File: src/rtl/uart_pkg.sv
// -----------------------------------------------------------------------------
// uart_pkg
// Shared definitions for the UART transmit and receive blocks.
//   - uart_state_e        : frame-sequencer state encoding
//   - UART_CLKS_PER_BIT   : default clock cycles per serial bit
//   - UART_DATA_W         : data bits per frame
//   - UART_IDX_W          : width of the data-bit index
//   - even_parity()       : parity bit that makes the count of ones even
// -----------------------------------------------------------------------------
package uart_pkg;

  localparam int UART_CLKS_PER_BIT = 9600;
  localparam int UART_DATA_W       = 8;
  localparam int UART_IDX_W        = 3;

  typedef enum logic [2:0] {
    ST_IDLE   = 3'd0,
    ST_START  = 3'd1,
    ST_DATA   = 3'd2,
    ST_PARITY = 3'd3,
    ST_STOP   = 3'd4
  } uart_state_e;

  // Even parity over one data word: XOR of all bits.
  function automatic logic even_parity(input logic [UART_DATA_W-1:0] data);
    return ^data;
  endfunction

endpackage

File: src/rtl/uart_baud_gen.sv
// -----------------------------------------------------------------------------
// uart_baud_gen
// Bit-period counter. While en is high it counts 0 .. CLKS_PER_BIT-1 and
// wraps; bit_tick is high for the single cycle in which the count equals
// CLKS_PER_BIT-1, i.e. the last cycle of the current bit. While en is low the
// count is held at 0 so every bit period starts from a clean phase.
// Ports:
//   clk      in   clock, rising edge
//   rst      in   synchronous active-high reset
//   en       in   count enable (high while a frame is on the line)
//   bit_tick out  last-cycle-of-bit strobe
// -----------------------------------------------------------------------------
module uart_baud_gen
  import uart_pkg::*;
#(
  parameter int CLKS_PER_BIT = UART_CLKS_PER_BIT
) (
  input  logic clk,
  input  logic rst,
  input  logic en,
  output logic bit_tick
);

  localparam int CNT_W = (CLKS_PER_BIT > 1) ? $clog2(CLKS_PER_BIT) : 1;
  localparam logic [CNT_W-1:0] CNT_LAST = CNT_W'(CLKS_PER_BIT - 1);
  localparam logic [CNT_W-1:0] CNT_ZERO = {CNT_W{1'b0}};
  localparam logic [CNT_W-1:0] CNT_ONE  = CNT_W'(1);

  logic [CNT_W-1:0] cnt_r;

  // Bit-period counter: cleared when idle, wraps at the last cycle of a bit.
  always_ff @(posedge clk) begin
    if (rst) begin
      cnt_r <= CNT_ZERO;
    end else if (!en) begin
      cnt_r <= CNT_ZERO;
    end else if (cnt_r == CNT_LAST) begin
      cnt_r <= CNT_ZERO;
    end else begin
      cnt_r <= cnt_r + CNT_ONE;
    end
  end

  // Decoded from the counter register only, so it is glitch-free.
  assign bit_tick = en && (cnt_r == CNT_LAST);

endmodule

File: src/rtl/uart_tx.sv
// -----------------------------------------------------------------------------
// uart_tx
// Serial transmitter: 1 start bit, 8 data bits LSB first, optional even
// parity bit, 1 stop bit. Each bit lasts CLKS_PER_BIT clocks.
// A byte is accepted on a rising edge with tx_valid && tx_ready; the line
// drops to the start bit on the following cycle. tx_ready is high only in
// IDLE, so consecutive frames are always separated by at least one
// idle-high cycle, and tx_valid while busy is simply ignored.
// Ports:
//   clk        in   clock, rising edge
//   rst        in   synchronous active-high reset (aborts a frame)
//   tx_data    in   byte offered for transmission
//   tx_valid   in   tx_data is valid
//   tx_ready   out  block accepts a byte this cycle (registered)
//   tx         out  serial line, idle high (registered)
//   busy       out  high from first start-bit cycle to last stop-bit cycle
//   frame_done out  one-cycle pulse on the last stop-bit cycle
// -----------------------------------------------------------------------------
module uart_tx
  import uart_pkg::*;
#(
  parameter int CLKS_PER_BIT = UART_CLKS_PER_BIT,
  parameter int PARITY_EN    = 0
) (
  input  logic       clk,
  input  logic       rst,
  input  logic [7:0] tx_data,
  input  logic       tx_valid,
  output logic       tx_ready,
  output logic       tx,
  output logic       busy,
  output logic       frame_done
);

  localparam logic [UART_IDX_W-1:0] IDX_ZERO = {UART_IDX_W{1'b0}};
  localparam logic [UART_IDX_W-1:0] IDX_ONE  = UART_IDX_W'(1);
  localparam logic [UART_IDX_W-1:0] IDX_LAST = UART_IDX_W'(UART_DATA_W - 1);

  uart_state_e            state_r;
  uart_state_e            next_state_s;
  logic [UART_DATA_W-1:0] data_r;
  logic [UART_IDX_W-1:0]  idx_r;
  logic                   tx_r;
  logic                   tx_next_s;
  logic                   busy_r;
  logic                   ready_r;
  logic                   accept_s;
  logic                   bit_tick_s;

  // The bit timer only runs while a frame is on the line.
  uart_baud_gen #(
    .CLKS_PER_BIT(CLKS_PER_BIT)
  ) u_baud_gen (
    .clk     (clk),
    .rst     (rst),
    .en      (busy_r),
    .bit_tick(bit_tick_s)
  );

  // Next-state and next-line-value decode. The line value for the next bit
  // is chosen at the same edge the state advances, so tx stays registered
  // with no extra latency between state and line.
  always_comb begin
    next_state_s = state_r;
    tx_next_s    = tx_r;
    accept_s     = 1'b0;
    case (state_r)
      ST_IDLE: begin
        tx_next_s = 1'b1;
        if (tx_valid && ready_r) begin
          accept_s     = 1'b1;
          next_state_s = ST_START;
          tx_next_s    = 1'b0;
        end else begin
          next_state_s = ST_IDLE;
        end
      end
      ST_START: begin
        if (bit_tick_s) begin
          next_state_s = ST_DATA;
          tx_next_s    = data_r[0];
        end else begin
          next_state_s = ST_START;
        end
      end
      ST_DATA: begin
        if (bit_tick_s) begin
          if (idx_r == IDX_LAST) begin
            if (PARITY_EN == 1) begin
              next_state_s = ST_PARITY;
              tx_next_s    = even_parity(data_r);
            end else begin
              next_state_s = ST_STOP;
              tx_next_s    = 1'b1;
            end
          end else begin
            next_state_s = ST_DATA;
            tx_next_s    = data_r[idx_r + IDX_ONE];
          end
        end else begin
          next_state_s = ST_DATA;
        end
      end
      ST_PARITY: begin
        if (bit_tick_s) begin
          next_state_s = ST_STOP;
          tx_next_s    = 1'b1;
        end else begin
          next_state_s = ST_PARITY;
        end
      end
      ST_STOP: begin
        tx_next_s = 1'b1;
        if (bit_tick_s) begin
          next_state_s = ST_IDLE;
        end else begin
          next_state_s = ST_STOP;
        end
      end
      default: begin
        next_state_s = ST_IDLE;
        tx_next_s    = 1'b1;
      end
    endcase
  end

  // State register and registered line/handshake outputs. ready and busy
  // are derived from the next state so they line up exactly with it.
  always_ff @(posedge clk) begin
    if (rst) begin
      state_r <= ST_IDLE;
      tx_r    <= 1'b1;
      ready_r <= 1'b0;
      busy_r  <= 1'b0;
    end else begin
      state_r <= next_state_s;
      tx_r    <= tx_next_s;
      ready_r <= (next_state_s == ST_IDLE);
      busy_r  <= (next_state_s != ST_IDLE);
    end
  end

  // Data latch: captured only at acceptance, so tx_data may change freely
  // while the frame is being sent.
  always_ff @(posedge clk) begin
    if (rst) begin
      data_r <= {UART_DATA_W{1'b0}};
    end else if (accept_s) begin
      data_r <= tx_data;
    end else begin
      data_r <= data_r;
    end
  end

  // Data-bit index: advances at the end of each data bit and wraps back to
  // 0 after bit 7, which leaves it ready for the next frame.
  always_ff @(posedge clk) begin
    if (rst) begin
      idx_r <= IDX_ZERO;
    end else if (accept_s) begin
      idx_r <= IDX_ZERO;
    end else if ((state_r == ST_DATA) && bit_tick_s) begin
      idx_r <= idx_r + IDX_ONE;
    end else begin
      idx_r <= idx_r;
    end
  end

  assign tx         = tx_r;
  assign busy       = busy_r;
  assign tx_ready   = ready_r;
  // AND of two register-driven terms: high only on the last stop-bit cycle.
  assign frame_done = (state_r == ST_STOP) && bit_tick_s;

endmodule

File: config.mk
export PLATFORM = sky130hd
export DESIGN_NAME = uart_tx
export DESIGN_NICKNAME = d
export VERILOG_FILES = /design/src/rtl/uart_pkg.sv /design/src/rtl/uart_baud_gen.sv /design/src/rtl/uart_tx.sv
export SDC_FILE = /design/constraint.sdc
export NUM_CORES = 1
export LEC_CHECK = 0
export CORE_MARGIN = 2
export CORE_UTILIZATION = 35
export CTS_BUF_LIST = sky130_fd_sc_hd__clkbuf_16
export DETAILED_ROUTE_END_ITERATION = 12
export PLACE_DENSITY = 0.64
export SLEW_MARGIN = 15
export SYNTH_ARGS = -nofsm -noshare
export SYNTH_HDL_FRONTEND = slang
export SYNTH_SLANG_ARGS = --single-unit
File: constraint.sdc
create_clock -name clk -period 2.2 [get_ports clk]
set_input_delay 0.33 -clock clk [delete_from_list [all_inputs] [get_ports clk]]
set_output_delay 0.33 -clock clk [all_outputs]
set_load 0.05 [all_outputs]
; Yosys cells after proc, flatten, opt, wreduce, memory -nomap -nowiden
; Cells that the tools add are included.
[word_totals]
ff_bits = 31
output_inout_bits = 4
[op_classes]
add_sub_neg = 2
n_lt_le_gt_ge = 1
eq_ne = 9
mux = 17
bitwise_logic = 1
n_reduce_logical = 10
[ops]
columns = op, n
row1 = $pmux 3 s5, 1
row2 = $add 14x1->14 const B, 1
row3 = $eq 14x14->1 const B, 1
row4 = $mux 3, 4
row5 = $mux 1, 9
row6 = $eq 3x2->1 const B, 2
row7 = $eq 3x3->1 const B, 2
row8 = $logic_not 3->1, 2
row9 = $ne 2x2->1 const B, 3
row10 = $logic_and 1x1->1, 4
row11 = $lt 3x4->1 const B, 1
row12 = $pmux 1 s4, 1
row13 = $add 3x1->3 const B, 1
row14 = $bmux 1 s3, 1
row15 = $eq 3x1->1 const B, 1
row16 = $reduce_and 3->1, 1
row17 = $reduce_bool 3->1, 1
row18 = $reduce_or 3->1, 1
row19 = $mux 2, 1
row20 = $reduce_or 2->1, 1
row21 = $not 1->1, 1

; Logic depth before layout (Yosys ltp)
[logic_depth]
ltp_word = 6
ltp_mapped = 7
ltp_nobuf = 6

; By module
; Synthesis repeated with hierarchy kept, for this count alone.
[hier_totals]
hier_cells = 147
area_unflattened_um2 = 1403.8
[modules_own_cells]
columns = mod, n_inst, cells_each, area_each_um2
row1 = uart_tx, 1, 77, 768.2
row2 = uart_baud_gen, 1, 70, 635.6

; Least setup slack after synthesis
; Ideal clock, no wire load.
[synth_timing]
path_kind = register to output
startpoint = reg busy_r (netlist: busy)
endpoint = out frame_done
arrival_time_ps = 2811
path_slack_ps = -941
stages_incl_launch_ff = 5
path_buffers = 1
path_cell_list = dfxtp_1 -> nand3_1 -> or4_4 -> buf_6 -> nor4_1
[synth_via]
elab_chain_len = 2
[synth_lines]
columns = item, line
row1 = start: declaration, uart_tx.sv:45  ; logic busy_r;
row2 = start signal: assignment, uart_tx.sv:139  ; busy_r <= (next_state_s != ST_IDLE);
row3 = $logic_and 1x1->1, uart_baud_gen.sv:45  ; assign bit_tick = en && (cnt_r == CNT_LAST);
row4 = $logic_and 1x1->1, uart_tx.sv:173  ; assign frame_done = (state_r == ST_STOP) && bit_tick_s;
row5 = end: declaration, uart_tx.sv:32  ; output logic frame_done
; No other way between the ends.

; Final worst setup path
[layout_timing]
startpoint = reg u_baud_gen.cnt_r[11]
endpoint = out frame_done
[layout_via]
elab_chain_len = 3
[layout_lines]
columns = item, line
row1 = start: declaration, uart_baud_gen.sv:29  ; logic [CNT_W-1:0] cnt_r;
row2 = start signal: assignment, uart_baud_gen.sv:40  ; cnt_r <= cnt_r + CNT_ONE;
row3 = $eq 14x14->1, uart_baud_gen.sv:45
row4 = $logic_and 1x1->1, uart_baud_gen.sv:45
row5 = $logic_and 1x1->1, uart_tx.sv:173
; No other way between the ends.

==> metrics.md <==
| Metric | Value |
|---|---|
| Post-synthesis instance total | `159` |
| Synth warn | `0` |
| Internal reg-to-reg setup slack | `0.18 ns` |
| Ys async rst share | `0%` |
| Crit path launch type | `flop` |
| Largest family of logic cells by synthesized area | `simple AND/OR/NAND/NOR gates` |
| Synth area leader | `dfxtp_1` |
| Worst-path clk slew | `0.05 ns` |
| Slew HR | `65.0%` |
| Drt total wl | `2.98 mm` |
| Hold path start | `u_baud_gen.cnt_r[0]` |
| Post-synth cell types | `41` |
| TritonCTS clock tree | `yes` |
| Largest net degree at the start of global routing | `15` |
| Total CTS buffers | `5` |
| Row count | `23` |
| Synthesized area | `0.00147 mm^2` |
| Post-synth top flop | `dfxtp_1` |
| Vias in the first global route | `1143` |
| Unrepaired setup endpoints after global routing | `yes` |
| Total GRT Usage | `15.1%` |
| Final hold violations | `0` |
| Hold Crit Class | `reg2reg` |
| Setup violations, final | `0` |
| Area Growth Syn to Fin | `27.2%` |
| Post-DRT Antenna Nets | `0` |
| Vias per std cell | `5.12` |
| Largest cells by area after synthesis | `dfxtp_1 (42%), mux2i_1 (8.8%), nor2_1 (6.6%)` |
| Clk buf depth | `2` |
| DR pass1 iterations | `4` |
| Worst Path Required | `1.87 ns` |
| Commonest non-fill, non-tap cell in the layout | `nor2_1` |
| Setup Skew | `0.00192 ns` |
| Post-synthesis compound-gate area fraction | `7.99%` |
| Status | `complete, no violations` |
| Die width | `68.8 um` |
| CP Data Arrival Time | `1.85 ns` |
| Setup crit end kind | `output pin` |
| Tcrit/Tclk final | `98.9%` |
| Worst-Margin Slew | `0.520 ns` |
| Area of the die | `0.00474 mm^2` |
| Worst-path maximum fanout | `3` |
| Share of layout cells above drive strength 1 | `19.2%` |
| Routed vias | `1162` |
| Core area | `0.00403 mm^2` |
| Worst hold stages | `1` |
| # clock sinks | `31` |
| Mean Syn Cell Area | `9.25 um^2` |
| CTS root buf | `clkbuf_16` |
| LEAKAGE | `0.619 nW` |
| Post-Synth Adder-Cell Area | `2.55%` |
| Worst vdd ir | `0.000591 V` |
| First-pass GRT wire length | `5.03 mm` |
| Post-synthesis xor/xnor area fraction | `5.95%` |
| Boundary Pins | `15` |
| Drt drc | `0` |
| Initial Util | `36.5%` |
| Max incr delay on CP | `0.57 ns` |
| Grt ovf | `0` |
| HPWL Detailed | `2.10 mm` |
| Synthesized Nets | `173` |
| Max-cap viol count | `0` |
| Worst-Skew Late Latency | `0.28 ns` |
| Port bufs | `14` |
| Mean routed wirelength per cell | `13.1 um` |
| Max Fclk | `0.460 GHz` |
| Crit Path Class | `reg2out` |
| Worst path slowest cell | `or4_4` |
| Pwr Density | `775 mW/mm^2` |
| Slew Viols, Final | `0` |
| Cts hold-fix bufs | `0` |
| Register bit total from synthesis | `31` |
| R2R cell count | `5` |
| Synth Area in Simple Gates | `25.4%` |
| Initial DRC Count | `65` |
| Die Span Y | `68.8 um` |
| Fin nets | `190` |
| Critical path cell sequence | `nand4bb_1 -> or4_4 -> nor4_4 -> buf_12` |
| Yosys top cell area share | `42.2%` |
| Total Power | `0.00145 W` |
| Commonest non-fill, non-tap cells in the layout | `nor2_1 (26), dfxtp_1 (22), mux2i_1 (13), clkdlybuf4s50_1 (13), dfxtp_2 (9)` |
| Gp weighted congestion | `0.804` |
| Multiplexer area fraction after synthesis | `10.4%` |
| Ant diodes | `0` |
| Dpl cells | `216` |
| H-Tree Level Count | `2` |
| Antenna violations before repair | `0` |
| Reg-to-reg startpoint | `u_baud_gen.cnt_r[11]` |
| Hold EP | `u_baud_gen.cnt_r[0]` |
| EDFF count, synth | `0` |
| Sequential area share after synthesis | `42.2%` |
| Reg2reg end | `state_r[1]` |
| Non-Filler Instances | `227` |
| Tmin final | `2.18 ns` |
| # fillers | `396` |
==> what timing repair did <==
item / 4_1_cts / 5_1_grt
buffers inserted: 1 / 2
setup endpoints to repair: 1 / 2
gates resized for setup: 2 / 8
hold endpoints to repair: 0 / 0
pin swaps: 3 / 4
==> logic make-up (layout without fill, tap and decap cells) <==
kind of cell | count (synthesis) | in the layout
adders and majority gates | 3 | 3
xor gates and xnor gates | 10 | 10
DFF | 31 | 31
and+or+nand+nor | 67 | 67
AOI/OAI and AO/OA | 20 | 20
muxes | 14 | 14
buffers and inverters | 14 | 32
==> where the power goes <==
group	switching [W]	total, W	internal, W
combinational	0.0000521	0.000102	0.0000503
sequential	0.0000141	0.000592	0.000578
clock	0.000229	0.000755	0.000526
==> Yosys cell counts (3+ instances only) <==
library cell / count
dfxtp_1: 31
nor2_1: 26
mux2i_1: 13
a21oi_1: 7
nand3_1: 7
o21ai_0: 6
xnor2_1: 6
nand2_1: 5
clkbuf_1: 4
inv_1: 4
nand4_1: 4
xor2_1: 4
ha_1: 3
nor4_1: 3
or3_1: 3
==> through the flow <==
step	TNS, ns	utilization (%)	area, um^2	hold WS (ns)	worst slack, ns
3_5_place_dp	0	41.3	1660	0.435	0.190
5_1_grt	-0.0455	46.5	1870	0.487	-0.0455
3_3_place_gp	0	41.3	1660	0.423	0.214
2_1_floorplan	0	-	1490	0.413	0.0217
6_report	0	46.5	1870	0.448	0.0239
4_1_cts	0	45.8	1850	0.483	0.00801
==> flip-flops by register name, indices dropped and copies added (netlist names) <==
name	count
u_baud_gen.cnt_r	14
idx_r	3
busy	1
data_r	8
state_r	3
tx	1
tx_ready	1
==> critical path, delay by kind of cell, from the launching register on <==
kind / cells / cell delay, ns
AND/OR/NAND/NOR: 3 / 1.06
buffers and inverters: 1 / 0.18
flip-flops: 1 / 0.33
==> metal layers <==
metal  part of all wire [%]  track usage, %
met3                    6.8            6.66
met1                     44            16.7
met4                    2.4            9.31
met5                      0               0
met2                     47            23.7
==> worst max path at each step <==
stage,end,slack [ns],start,cells past startpoint
finish,frame_done,0.02,u_baud_gen.cnt_r[11],4
floorplan,frame_done,0.02,u_baud_gen.cnt_r[6],4
global placement,frame_done,0.21,u_baud_gen.cnt_r[7],4
detailed placement,frame_done,0.19,u_baud_gen.cnt_r[7],4
CTS,frame_done,0.008,u_baud_gen.cnt_r[0],5
global route,frame_done,-0.05,u_baud_gen.cnt_r[11],4
==> area by class of cell <==
class                           instances  area (um^2)  share of cell area (%)
Multi-Input combinational cell        114          803                    42.9
Inverter                                4         15.0                   0.802
Tap cell                               50         62.6                    3.34
Sequential cell                        31          632                    33.8
Clock buffer                            5          125                    6.68
Clock inverter                          3         38.8                    2.07
Timing Repair Buffer                   20          195                    10.4
(Power assumes the default switching activity.)
